==> config.mk <==
export PLATFORM = sky130hd
export DESIGN_NAME = serial_adder
export DESIGN_NICKNAME = d
export VERILOG_FILES = /design/src/rtl/serial_adder_pkg.sv /design/src/rtl/serial_adder_digit.sv /design/src/rtl/serial_adder.sv
export SDC_FILE = /design/constraint.sdc
export NUM_CORES = 1
export LEC_CHECK = 0
export BUFFER_PORTS_ARGS = -buffer_cell sky130_fd_sc_hd__buf_4
export CAP_MARGIN = 15
export CORE_MARGIN = 10
export CORE_UTILIZATION = 35
export DETAILED_ROUTE_END_ITERATION = 8
export GPL_TIMING_DRIVEN = 0
export SLEW_MARGIN = 20
export SYNTH_ARGS = -nofsm -noshare
export SYNTH_HDL_FRONTEND = slang
export SYNTH_SLANG_ARGS = --single-unit
==> constraint.sdc <==
create_clock -name clk -period 1.6 [get_ports clk]
set_clock_uncertainty 0.2 [all_clocks]
set_input_delay 0.24 -clock clk [delete_from_list [all_inputs] [get_ports clk]]
set_output_delay 0.24 -clock clk [all_outputs]
set_load 0.005 [all_outputs]
==> src/rtl/serial_adder_pkg.sv <==
// Shared types and helpers for the digit-serial adder.
// Latency: none (declarations only).
// Backpressure: not applicable.
package serial_adder_pkg;

   // FSM encoding: the numeric values are visible on debug taps, so keep them fixed.
   typedef enum logic [1:0] {
      ST_IDLE = 2'd0,
      ST_RUN  = 2'd1,
      ST_DONE = 2'd2
   } state_t;

   // Digit counter width: clog2(steps), but never narrower than one bit.
   function automatic int cnt_width(input int steps);
      return (steps > 1) ? $clog2(steps) : 1;
   endfunction

endpackage

==> src/rtl/serial_adder_digit.sv <==
// Combinational DIGIT-bit ripple-carry slice used once per clock by serial_adder.
// Latency: purely combinational.
// Backpressure: none; the caller sequences digits.
module adder_digit #(
   parameter int DIGIT = 1
) (
   input  logic [DIGIT-1:0] a,
   input  logic [DIGIT-1:0] b,
   input  logic             ci,
   output logic [DIGIT-1:0] s,
   output logic             co,
   output logic             c_msb
);

   logic [DIGIT:0] c;

   // Ripple the carry from bit 0 upward through the slice.
   always_comb begin
      c    = '0;
      s    = '0;
      c[0] = ci;
      for (int i = 0; i < DIGIT; i++) begin
         s[i]   = a[i] ^ b[i] ^ c[i];
         c[i+1] = (a[i] & b[i]) | (a[i] & c[i]) | (b[i] & c[i]);
      end
   end

   assign co    = c[DIGIT];
   // Carry into the top bit of the slice; on the last digit this is the carry into the word MSB.
   assign c_msb = c[DIGIT-1];

endmodule

==> src/rtl/serial_adder.sv <==
// Multi-cycle WIDTH-bit adder, DIGIT bits per clock; SERIAL_ADDER_SUB_EN adds subtract mode and ovf.
// Latency: done pulses STEPS cycles after the accepting edge; back-to-back every STEPS+1 cycles.
// Backpressure: start is only taken in IDLE or DONE; start during RUN is dropped.
module serial_adder
   import serial_adder_pkg::*;
#(
   parameter int WIDTH = 8,
   parameter int DIGIT = 1
) (
   input  logic             clk,
   input  logic             rst,
   input  logic             start,
   input  logic [WIDTH-1:0] a,
   input  logic [WIDTH-1:0] b,
   input  logic             cin,
   output logic             busy,
   output logic             done,
   output logic [WIDTH-1:0] sum,
   output logic             cout
`ifdef SERIAL_ADDER_SUB_EN
   ,
   input  logic             sub,
   output logic             ovf
`endif
);

   localparam int STEPS = WIDTH / DIGIT;
   localparam int CW    = cnt_width(STEPS);
   localparam logic [CW-1:0] LAST = CW'(STEPS - 1);

   state_t           state;
   logic [WIDTH-1:0] a_sh;
   logic [WIDTH-1:0] b_sh;
   logic [WIDTH-1:0] acc;
   logic [WIDTH-1:0] acc_next;
   logic             carry;
   logic             carry_init;
   logic [CW-1:0]    cnt;
   logic             sub_q;
   logic             accept;
   logic             last_step;
   logic [DIGIT-1:0] dig_b;
   logic [DIGIT-1:0] dig_s;
   logic             dig_co;
   logic             dig_cmsb;

   assign accept    = start && ((state == ST_IDLE) || (state == ST_DONE));
   assign last_step = (state == ST_RUN) && (cnt == LAST);
   // Subtraction feeds the inverted B digit; the +1 comes from the initial carry.
   assign dig_b     = sub_q ? ~b_sh[DIGIT-1:0] : b_sh[DIGIT-1:0];

   adder_digit #(.DIGIT(DIGIT)) u_digit (
      .a     (a_sh[DIGIT-1:0]),
      .b     (dig_b),
      .ci    (carry),
      .s     (dig_s),
      .co    (dig_co),
      .c_msb (dig_cmsb)
   );

   // Result digits enter at the MSB end so the word is aligned after the last step.
   generate
      if (WIDTH == DIGIT) begin : g_acc_single
         assign acc_next = dig_s;
      end else begin : g_acc_shift
         assign acc_next = {dig_s, acc[WIDTH-1:DIGIT]};
      end
   endgenerate

`ifdef SERIAL_ADDER_SUB_EN
   assign carry_init = sub ? 1'b1 : cin;

   // Operation mode is latched with the operands; ovf is updated only with the result.
   always_ff @(posedge clk or posedge rst) begin
      if (rst) begin
         sub_q <= 1'b0;
         ovf   <= 1'b0;
      end else begin
         if (accept)
            sub_q <= sub;
         if (last_step)
            ovf <= dig_cmsb ^ dig_co;
      end
   end
`else
   logic unused_c_msb;
   assign carry_init   = cin;
   assign sub_q        = 1'b0;
   assign unused_c_msb = dig_cmsb;
`endif

   // Control FSM plus datapath registers; sum/cout move only on the final RUN edge.
   always_ff @(posedge clk or posedge rst) begin
      if (rst) begin
         state <= ST_IDLE;
         busy  <= 1'b0;
         done  <= 1'b0;
         sum   <= '0;
         cout  <= 1'b0;
         cnt   <= '0;
         a_sh  <= '0;
         b_sh  <= '0;
         acc   <= '0;
         carry <= 1'b0;
      end else begin
         done <= 1'b0;
         case (state)
            ST_IDLE, ST_DONE: begin
               if (accept) begin
                  a_sh  <= a;
                  b_sh  <= b;
                  carry <= carry_init;
                  cnt   <= '0;
                  busy  <= 1'b1;
                  state <= ST_RUN;
               end else begin
                  state <= ST_IDLE;
               end
            end
            ST_RUN: begin
               a_sh  <= a_sh >> DIGIT;
               b_sh  <= b_sh >> DIGIT;
               acc   <= acc_next;
               carry <= dig_co;
               cnt   <= cnt + 1'b1;
               if (last_step) begin
                  sum   <= acc_next;
                  cout  <= dig_co;
                  done  <= 1'b1;
                  busy  <= 1'b0;
                  state <= ST_DONE;
               end
            end
            default: begin
               busy  <= 1'b0;
               state <= ST_IDLE;
            end
         endcase
      end
   end

endmodule

# Word-level counts from Yosys, hierarchy flattened
# Index checks and enable logic that the tools add are counted.
# Widths: inputs -> output; s select.
[word_totals]
input_bits = 20
out_inout_bits = 11
word_cells = 48
regBits = 41
[classes]
muxes = 16
n_addsub = 1
n_eq_ne = 5
n_reduce_logical = 9
bitwise_logic = 7
[ops]
columns = ["operator", "count"]
rows = [
  ["$pmux 8 s2", 2],
  ["$mux 8", 2],
  ["$mux 1", 6],
  ["$pmux 3 s2", 1],
  ["$reduce_and 2->1", 3],
  ["$ne 2x2->1 const B", 2],
  ["$pmux 1 s2", 2],
  ["$pmux 2 s2", 1],
  ["$add 3x1->3 const B", 1],
  ["$and 1x1->1", 3],
  ["$eq 3x3->1 const B", 1],
  ["$mux 3", 1],
  ["$eq 2x1->1 const B", 1],
  ["$eq 2x2->1 const B", 1],
  ["$logic_and 1x1->1", 2],
  ["$logic_not 2->1", 1],
  ["$mux 2", 1],
  ["$or 1x1->1", 2],
  ["$reduce_bool 2->1", 1],
  ["$reduce_or 2->1", 1],
  ["$xor 1x1->1", 2],
  ["$logic_or 1x1->1", 1],
]

# Logic depth before layout (Yosys ltp)
# Gate-level depths: netlist (run 1).
[depth]
depth_word = 5
ltp_mapped = 6
depth_no_buf = 5

# By module
# A second synthesis (run 1) with hierarchy kept.
[hier_totals]
cells_unflattened = 163
area_unflattened_um2 = 1810.5
[by_module_without_submodules]
columns = ["mod", "n_inst", "seq_area_each_um2", "area_per_inst_um2", "cells_each"]
rows = [
  ["serial_adder", 1, 1001.0, 1783.0, 161],
  ["adder_digit", 1, 0.0, 27.5, 2],
]

# Worst setup path after synthesis (run 1)
# Ideal clock, no wire load.
[synth_timing]
kind = "reg2reg"
startpoint = "register cnt[0]"
endpoint = "register sum[0]"
t_required_ps = 1275
n_path_buf = 0
setup_time_ps = 125
t_arrival_ps = 1247
path_stages_with_launch = 6
period_less_slack_ps = 1572
setup_slack_ps = 28
path_cell_list = "dfrtp_1 > ha_1 > ha_1 > nand2_8 > inv_6 > mux2_4"
[synth_via]
elab_chain_len = 3
[synth_lines]
columns = ["item", "line", "rtl"]
rows = [
  ["start, declared", "serial_adder.sv:38", "logic [CW-1:0] cnt;"],
  ["start signal, assigned", "serial_adder.sv:125", "cnt <= cnt + 1'b1;"],
  ["$eq 3x3->1", "serial_adder.sv:48", "assign last_step = (state == ST_RUN) && (cnt == LAST);"],
  ["$logic_and 1x1->1", "serial_adder.sv:48", ""],
  ["$reduce_and 2->1 (no source line)", "--", ""],
  ["end signal, assigned", "serial_adder.sv:127", "sum <= acc_next;"],
  ["end, declared", "serial_adder.sv:18", "output logic [WIDTH-1:0] sum,"],
]
# No other way between the ends.
# A chain may end at the register's enable or synchronous reset.

# Final worst setup path (run 1)
[layout_timing]
startpoint = "register cnt[0]"
endpoint = "register sum[4]"
# Same word-level chain as after synthesis.

==> run_results.csv, run 1 <==
group,metric,value,unit
detailed_routing,first_drt_pass_iteration_count,4,
setup_path,worst_setup_path_start_kind,"register",
flow_run,reported_max_cap_violation_count,0,
detailed_routing,drt-total-wl,3.45,mm
die,design.die.area,8150,sq um
power_and_ir_drop,power_frac_clock,15.3,%
detailed_routing,via_per_instance_ratio,4.63,
finish,syn2layout_area_growth,27.5,%
power_and_ir_drop,cellPowerDensity,1900,nW/um^2
hold_path,worstHoldPathType,"primary input to register",
placement,detailed_place_hpwl,2.51,mm
clocking,cts.sinks,40,
setup_path,critical_path.endpoint_type,"register",
placement,gp_congestion,0.757,
clocking,max-clock-path-buffers,2,
sta,finalSetupViolCount,0,
setup_path,worst-path-max-fanout,6,
power_and_ir_drop,switching_power,1.44,mW
setup_path,crit_required,1.58,ns
finish,antennaDiodeCount,0,
grt,grt_use_total,8.96,%
sta,max_clock_freq,651,MHz
logic_synthesis,avgSynthCellArea,11.2,sq um
sta,max-slew-margin-rel,84.8,%
logic_synthesis,seq_area_frac_synth,57.9,%
clocking,ctsRootBufferMaster,"sky130_fd_sc_hd__clkbuf_8",
die,floorplan.rows,25,
clocking,clkSlewWorstSetupHoldPaths,0.07,ns
setup_path,critPathArrivalTime,1.51,ns
logic_synthesis,netlist_instances,154,
logic_synthesis,ys_warn_count,0,
sta,tightestPinTransition,0.229,ns
sta,hold_violations,0,
placement,numPortBuffers,30,
clocking,cts_tree,"built",
power_and_ir_drop,static-leakage-power,1.06,nW
setup_path,regToRegStartpoint,"cnt[0]",
die,dieWidth,90.3,microns
setup_path,critPathKind,"register to register",
die,floorplan.initialDensity,36.3,%
detailed_routing,detail_route.iter0.violations,57,
sta,layout_worst_path_cycle_share,96.0,%
sta,rsz0062_at_grt,"yes",
setup_path,setup.worst_path.start,"cnt[0]",
placement,placement.setup.worst_slack,-0.0357,ns
power_and_ir_drop,internal_power_component,2.74,mW
finish,num-nets-final,220,
logic_synthesis,synth.net_count,177,
detailed_routing,wl_per_cell,13.1,microns
grt,grt_pass1_vias,1338,
detailed_routing,antenna_left,0,
die,boundaryPins,31,
sta,fin_worst_hold_slack,0.00138,ns
sta,layout_setup_ws,0.0633,ns
clocking,clk_latency,0.29,ns
power_and_ir_drop,total_power,4.18,mW
power_and_ir_drop,share_of_total_power_consumed_by_net_switching,34.5,%
outcome,run_status,"finished, final reports clean",
logic_synthesis,synth.ff_latch_count,40,
die,core_area,4750,sq um
sta,finalCriticalPeriod,1.54,ns
clocking,ctsHtreeMaxLevel,2,
logic_synthesis,synth.cell_area,1730,sq um
clocking,cts_inserted_buffers,5,
grt,grt_remaining_overflow,0,
sta,max_transition_viols_final,0,
detailed_routing,via_count,1221,
detailed_routing,drc,0,
finish,drive_above_1_share,33.5,%
hold_path,holdCritStartpoint,"a[1]",
grt,grt_pass1_wl,6.05,mm
power_and_ir_drop,power.sequential.fraction,42.2,%
power_and_ir_drop,ir_worst_vdd,0.801,mV
logic_synthesis,synth_cell_types,23,
die,die_y,90.3,microns
power_and_ir_drop,pwr-share-comb,42.5,%
grt,initial_antenna_violation_count,0,
grt,pin_count_of_the_biggest_net_entering_global_routing,34,
finish,finalCoreUtilization,46.3,%
==> layout by cell type, fill, tap and decap left out <==
master                          instances
sky130_fd_sc_hd__dfrtp_1               40
sky130_fd_sc_hd__buf_4                 33
sky130_fd_sc_hd__nand2_1               26
sky130_fd_sc_hd__nor2_1                17
sky130_fd_sc_hd__o22ai_1               13
sky130_fd_sc_hd__nor3_1                13
sky130_fd_sc_hd__mux2_4                 9
sky130_fd_sc_hd__buf_2                  6
sky130_fd_sc_hd__clkbuf_8               5
sky130_fd_sc_hd__nand3_1                4
sky130_fd_sc_hd__dlygate4sd3_1          4
sky130_fd_sc_hd__a22o_1                 3
sky130_fd_sc_hd__o21ai_0                3
sky130_fd_sc_hd__buf_6                  2
sky130_fd_sc_hd__nand2b_1               2
sky130_fd_sc_hd__a22oi_1                2
sky130_fd_sc_hd__nor2b_4                1
sky130_fd_sc_hd__nor2b_1                1
sky130_fd_sc_hd__clkbuf_4               1
sky130_fd_sc_hd__nand2_8                1
sky130_fd_sc_hd__inv_6                  1
sky130_fd_sc_hd__inv_2                  1
sky130_fd_sc_hd__mux2_2                 1
sky130_fd_sc_hd__inv_1                  1
sky130_fd_sc_hd__mux2i_1                1
sky130_fd_sc_hd__fa_1                   1
sky130_fd_sc_hd__ha_2                   1
sky130_fd_sc_hd__ha_4                   1
sky130_fd_sc_hd__clkinvlp_4             1
sky130_fd_sc_hd__clkinv_2               1
sky130_fd_sc_hd__buf_12                 1
==> critical path, cell delays in order, from the launching register on <==
cell,delay (ns)
sky130_fd_sc_hd__dfrtp_1,0.40
sky130_fd_sc_hd__ha_2,0.20
sky130_fd_sc_hd__ha_4,0.18
sky130_fd_sc_hd__nand2_8,0.09
sky130_fd_sc_hd__inv_6,0.06
sky130_fd_sc_hd__mux2_4,0.29
==> cell type report <==
cell class / count / area [sq um]
clock inverter: 2 / 12.5
tap: 67 / 83.8
fill: 473 / 2550
inverter: 3 / 16.3
timing repair buffer: 36 / 293
buffer: 11 / 75.1
multi-input combinational: 100 / 653
clock buffer: 5 / 68.8
sequential: 40 / 1000
==> registers in the layout, indices dropped and copies added, names as in the netlist <==
name and flops:
b_sh 8, busy 1, cout 1, state 2, sum 8, cnt 3, done 1, carry 1
a_sh 8, acc 7
==> cells in the mapped netlist <==
cell type	n	area share, %
sky130_fd_sc_hd__ha_1	2	1.4
sky130_fd_sc_hd__inv_1	2	0.43
sky130_fd_sc_hd__buf_4	2	0.87
sky130_fd_sc_hd__mux2i_1	1	0.58
sky130_fd_sc_hd__mux2_4	9	7.8
sky130_fd_sc_hd__nor2_1	17	3.7
sky130_fd_sc_hd__nor3_1	13	3.8
sky130_fd_sc_hd__inv_6	1	0.51
sky130_fd_sc_hd__dfrtp_1	40	58
sky130_fd_sc_hd__o21ai_0	3	0.87
sky130_fd_sc_hd__buf_6	2	1.3
sky130_fd_sc_hd__nand2_8	1	1.2
sky130_fd_sc_hd__buf_2	7	2.0
sky130_fd_sc_hd__a22o_1	3	1.5
sky130_fd_sc_hd__fa_1	1	1.2
sky130_fd_sc_hd__nor2b_4	1	0.80
sky130_fd_sc_hd__mux2_2	1	0.65
sky130_fd_sc_hd__nand2_1	26	5.6
sky130_fd_sc_hd__a22oi_1	2	0.87
sky130_fd_sc_hd__nor2b_1	1	0.36
sky130_fd_sc_hd__o22ai_1	13	4.7
sky130_fd_sc_hd__nand2b_1	2	0.72
sky130_fd_sc_hd__nand3_1	4	1.2
==> final timing paths <==
kind | cells after the start | end | slack, ns
min in group asynchronous | 3 | sum[1] | 0.20
worst max-delay path | 5 | sum[4] | 0.06
worst min-delay path | 3 | a_sh[1] | 0.001
worst max register to register | 5 | sum[4] | 0.06
worst min register to register | 2 | acc[1] | 0.29
max in group asynchronous | 4 | a_sh[3] | 0.58
==> repair_timing <==
| action | in CTS | in global routing |
|---|---|---|
| setup buffers | 0 | 1 |
| gates resized for setup | 1 | 3 |
| hold buffers | 4 | 0 |
| hold endpoints to repair | 43 | 0 |
| setup endpoints to repair | 9 | 8 |
==> power by group through the flow <==
stage          logic (mW)  registers [mW]  clock network [mW]
6_report             1.78            1.77               0.641
5_1_grt              2.03            1.84               0.708
4_1_cts              1.78            1.77               0.664
3_5_place_dp         1.77            1.78                   0
3_3_place_gp         1.73            1.77                   0
2_1_floorplan        1.28            1.73                   0
==> stage by stage <==
step | setup TNS (ns) | std cells | area [sq um]
final | 0 | 264 | 2200
after global routing | -0.0233 | 264 | 2200
after detailed placement | -0.153 | 252 | 2060
after CTS | 0 | 263 | 2180
after global placement | -14.16 | 251 | 2040
after floorplan | 0 | 154 | 1730
==> per-layer routing <==
layer  GRT usage (%)  vias to the layer above  wire [microns]
li1                -                      609               -
met5               0                        -               0
met4            3.32                        0              47
met2            13.5                       30            1550
met1            11.0                      575            1600
met3            3.99                        7             248
==> logic make-up after synthesis <==
family,count (synthesis),synth area share [%]
multiplexers,11,9.05
flip-flops,40,57.9
AO/OA/AOI/OAI,21,7.97
adder cells (fa/ha/maj),3,2.61
buffers and inverters,14,5.14
AND/OR/NAND/NOR,65,17.3
No activity file was read; power rests on OpenSTA's default activity.
==> inputs of run 2 (changes only) <==
--- a/config.mk
+++ b/config.mk
@@ -5,6 +5,7 @@
 export SDC_FILE = /design/constraint.sdc
 export NUM_CORES = 1
 export LEC_CHECK = 0
+export ABC_AREA = 1
 export BUFFER_PORTS_ARGS = -buffer_cell sky130_fd_sc_hd__buf_4
 export CAP_MARGIN = 15
 export CORE_MARGIN = 10
==> run_results.csv, run 2 <==
group,metric,value,unit
sta,max_clock_freq,666,MHz
logic_synthesis,synth_top_flop_cell,"sky130_fd_sc_hd__dfrtp_1",
finish,biggest_registers_after_layout,"a_sh x8, b_sh x8, sum x8",
logic_synthesis,synth.net_count,248,
outcome,run_status,"finished, final reports clean",
logic_synthesis,most_frequent_cell_after_synthesis,"sky130_fd_sc_hd__nand2_1",
sta,layout_worst_path_cycle_share,93.8,%
die,design.die.area,8780,sq um
logic_synthesis,synth_mux_area_share,0,%
finish,num-nets-final,290,
setup_path,critical_path.endpoint_type,"register",
detailed_routing,via_count,1475,
logic_synthesis,synth_top_cells_by_area,"sky130_fd_sc_hd__dfrtp_1 53%, sky130_fd_sc_hd__nand2_1 14%, sky130_fd_sc_hd__inv_1 8.1%",
logic_synthesis,synth.top_cells.by_count,"73 x sky130_fd_sc_hd__nand2_1, 41 x sky130_fd_sc_hd__inv_1, 40 x sky130_fd_sc_hd__dfrtp_1",
detailed_routing,wl_per_cell,11.5,microns
logic_synthesis,ys_warn_count,0,
finish,drive_above_1_share,24.6,%
logic_synthesis,synth.cell_area,1900,sq um
logic_synthesis,seq_area_frac_synth,52.6,%
logic_synthesis,netlist_instances,225,
power_and_ir_drop,static-leakage-power,1.33,nW
die,floorplan.rows,26,
detailed_routing,antenna_left,0,
power_and_ir_drop,cellPowerDensity,1890,nW/um^2
power_and_ir_drop,total_power,4.48,mW
finish,syn2layout_area_growth,24.5,%
sta,max_transition_viols_final,0,
clocking,ctsRootBufferMaster,"sky130_fd_sc_hd__clkbuf_8",
detailed_routing,drt-total-wl,3.89,mm
finish,layout.cells.most_common,"sky130_fd_sc_hd__nand2_1",
setup_path,crit_required,1.63,ns
setup_path,worst-path-max-fanout,10,
logic_synthesis,yosys.area_share.xor_xnor,0,%
clocking,cts_tree,"built",
logic_synthesis,synth.ff_latch_count,40,
die,core_area,5170,sq um
detailed_routing,first_drt_pass_iteration_count,4,
logic_synthesis,avgSynthCellArea,8.45,sq um
logic_synthesis,yosys.area.top_type,"sky130_fd_sc_hd__dfrtp_1",
sta,layout_setup_ws,0.0986,ns
detailed_routing,detail_route.iter0.violations,34,
flow_run,reported_max_cap_violation_count,0,
sta,max-slew-margin-rel,87.0,%
detailed_routing,drc,0,
setup_path,worst_setup_path_start_kind,"register",
logic_synthesis,count_of_flip_flops_with_a_built_in_enable_after_synthesis,0,
placement,placement.setup.worst_slack,0.0363,ns
sta,finalSetupViolCount,0,
die,die_y,93.7,microns
placement,numPortBuffers,30,
clocking,max-clock-path-buffers,2,
logic_synthesis,synth-compound-area-share,6.84,%
clocking,cts.sinks,40,
logic_synthesis,main_combinational_cell_family_by_area_after_synthesis,"simple AND/OR/NAND/NOR gates",
logic_synthesis,synth_cell_types,19,
finish,finalInstanceArea,2370,sq um
grt,grt_pass1_wl,6.98,mm
clocking,clk_latency,0.29,ns
finish,antennaDiodeCount,0,
clocking,ctsHtreeMaxLevel,2,
die,floorplan.initialDensity,36.8,%
setup_path,critPathKind,"register to register",
finish,mostFrequentLayoutCells,"73 x sky130_fd_sc_hd__nand2_1, 40 x sky130_fd_sc_hd__inv_1, 40 x sky130_fd_sc_hd__dfrtp_1, 31 x sky130_fd_sc_hd__buf_4, 30 x sky130_fd_sc_hd__nand3_1",
grt,grt_use_total,9.90,%
grt,grt_pass1_vias,1499,
placement,gp_congestion,0.734,
sta,rsz0062_at_grt,"no",
grt,initial_antenna_violation_count,0,
clocking,clkSlewWorstSetupHoldPaths,0.08,ns
hold_path,worstHoldPathType,"primary input to register",
grt,pin_count_of_the_biggest_net_entering_global_routing,35,
sta,hold_violations,0,
power_and_ir_drop,ir_worst_vdd,0.633,mV
die,boundaryPins,31,
sta,finalCriticalPeriod,1.50,ns
sta,tightestPinTransition,0.193,ns
logic_synthesis,post-synth-top-area-fraction,52.6,%
die,dieWidth,93.7,microns
placement,placed_cell_area,2230,sq um
logic_synthesis,async_flop_share,100,%
logic_synthesis,yosys.area_share.simple,25.2,%
detailed_routing,via_per_instance_ratio,4.36,
logic_synthesis,synth_adder_area_share,2.37,%
grt,grt_remaining_overflow,0,
placement,detailed_place_hpwl,2.81,mm
setup_path,critPathArrivalTime,1.53,ns
clocking,cts_inserted_buffers,5,
[run 2: final cells by class]
type	count	area, sq um
Clock inverter	2	10.0
Inverter	44	173
Buffer	9	77.6
Tap cell	70	87.6
Fill cell	512	2800
Clock buffer	6	82.6
Timing Repair Buffer	35	283
Sequential cell	40	1000
Multi-Input combinational cell	132	654
[run 2: kinds of logic (layout without fill, tap and decap cells)]
logic type,count (synthesis),in the layout
and+or+nand+nor,109,109
DFF,40,40
adders and majority gates,3,3
AOI/OAI and AO/OA,20,20
buffers and inverters,53,96
[run 2: worst max-delay path, cell delays in order, from the launching register on]
cell	delay, ns
sky130_fd_sc_hd__dfrtp_1	0.40
sky130_fd_sc_hd__ha_1	0.21
sky130_fd_sc_hd__ha_1	0.23
sky130_fd_sc_hd__nand2_4	0.12
sky130_fd_sc_hd__buf_8	0.16
sky130_fd_sc_hd__nand2_1	0.06
sky130_fd_sc_hd__nand2_1	0.06
[run 2: metrics by stage]
step / setup TNS [ns] / hold slack, ns / util [%] / cells
after floorplan: 0 / 0.161 / - / 225
after global placement: -14.37 / 0.253 / 42.8 / 325
after detailed placement: 0 / -0.0351 / 43.2 / 326
after CTS: 0 / 0.0246 / 45.6 / 337
after global routing: 0 / 0.0271 / 45.8 / 338
final: 0 / 0.0302 / 45.8 / 338
[run 2: final timing paths]
| check | startpoint | endpoint | slack, ns | depth (start not counted) |
|---|---|---|---|---|
| worst max register to register | cnt[0] | sum[0] | 0.1 | 6 |
| max in group asynchronous | rst | b_sh[0] | 0.56 | 4 |
| worst min-delay path | start | busy | 0.03 | 3 |
| worst max-delay path | cnt[0] | sum[0] | 0.1 | 6 |
| min in group asynchronous | rst | b_sh[2] | 0.21 | 3 |
| worst min register to register | b_sh[5] | b_sh[5] | 0.28 | 2 |
[run 2: per-layer routing]
metal  track usage (%)  routed length (microns)  vias up
met1              12.4                     1850      678
met2              15.0                     1750       28
met3              3.60                      229        5
met4              4.18                       61        0
met5                 0                        0        -
li1                  -                        -      764
[run 2: what timing repair did]
item                                   CTS  global route
hold buffers                             3             0
gates resized for setup                  0             1
setup buffers                            0             1
endpoints found under the hold margin   42             0
setup endpoints to repair                0             7
[run 2: report_power, final]
part           internal, mW  total [mW]  switching (mW)
Clock                 0.344       0.685           0.341
Sequential             1.48        1.73           0.243
Combinational         0.879        2.07            1.19
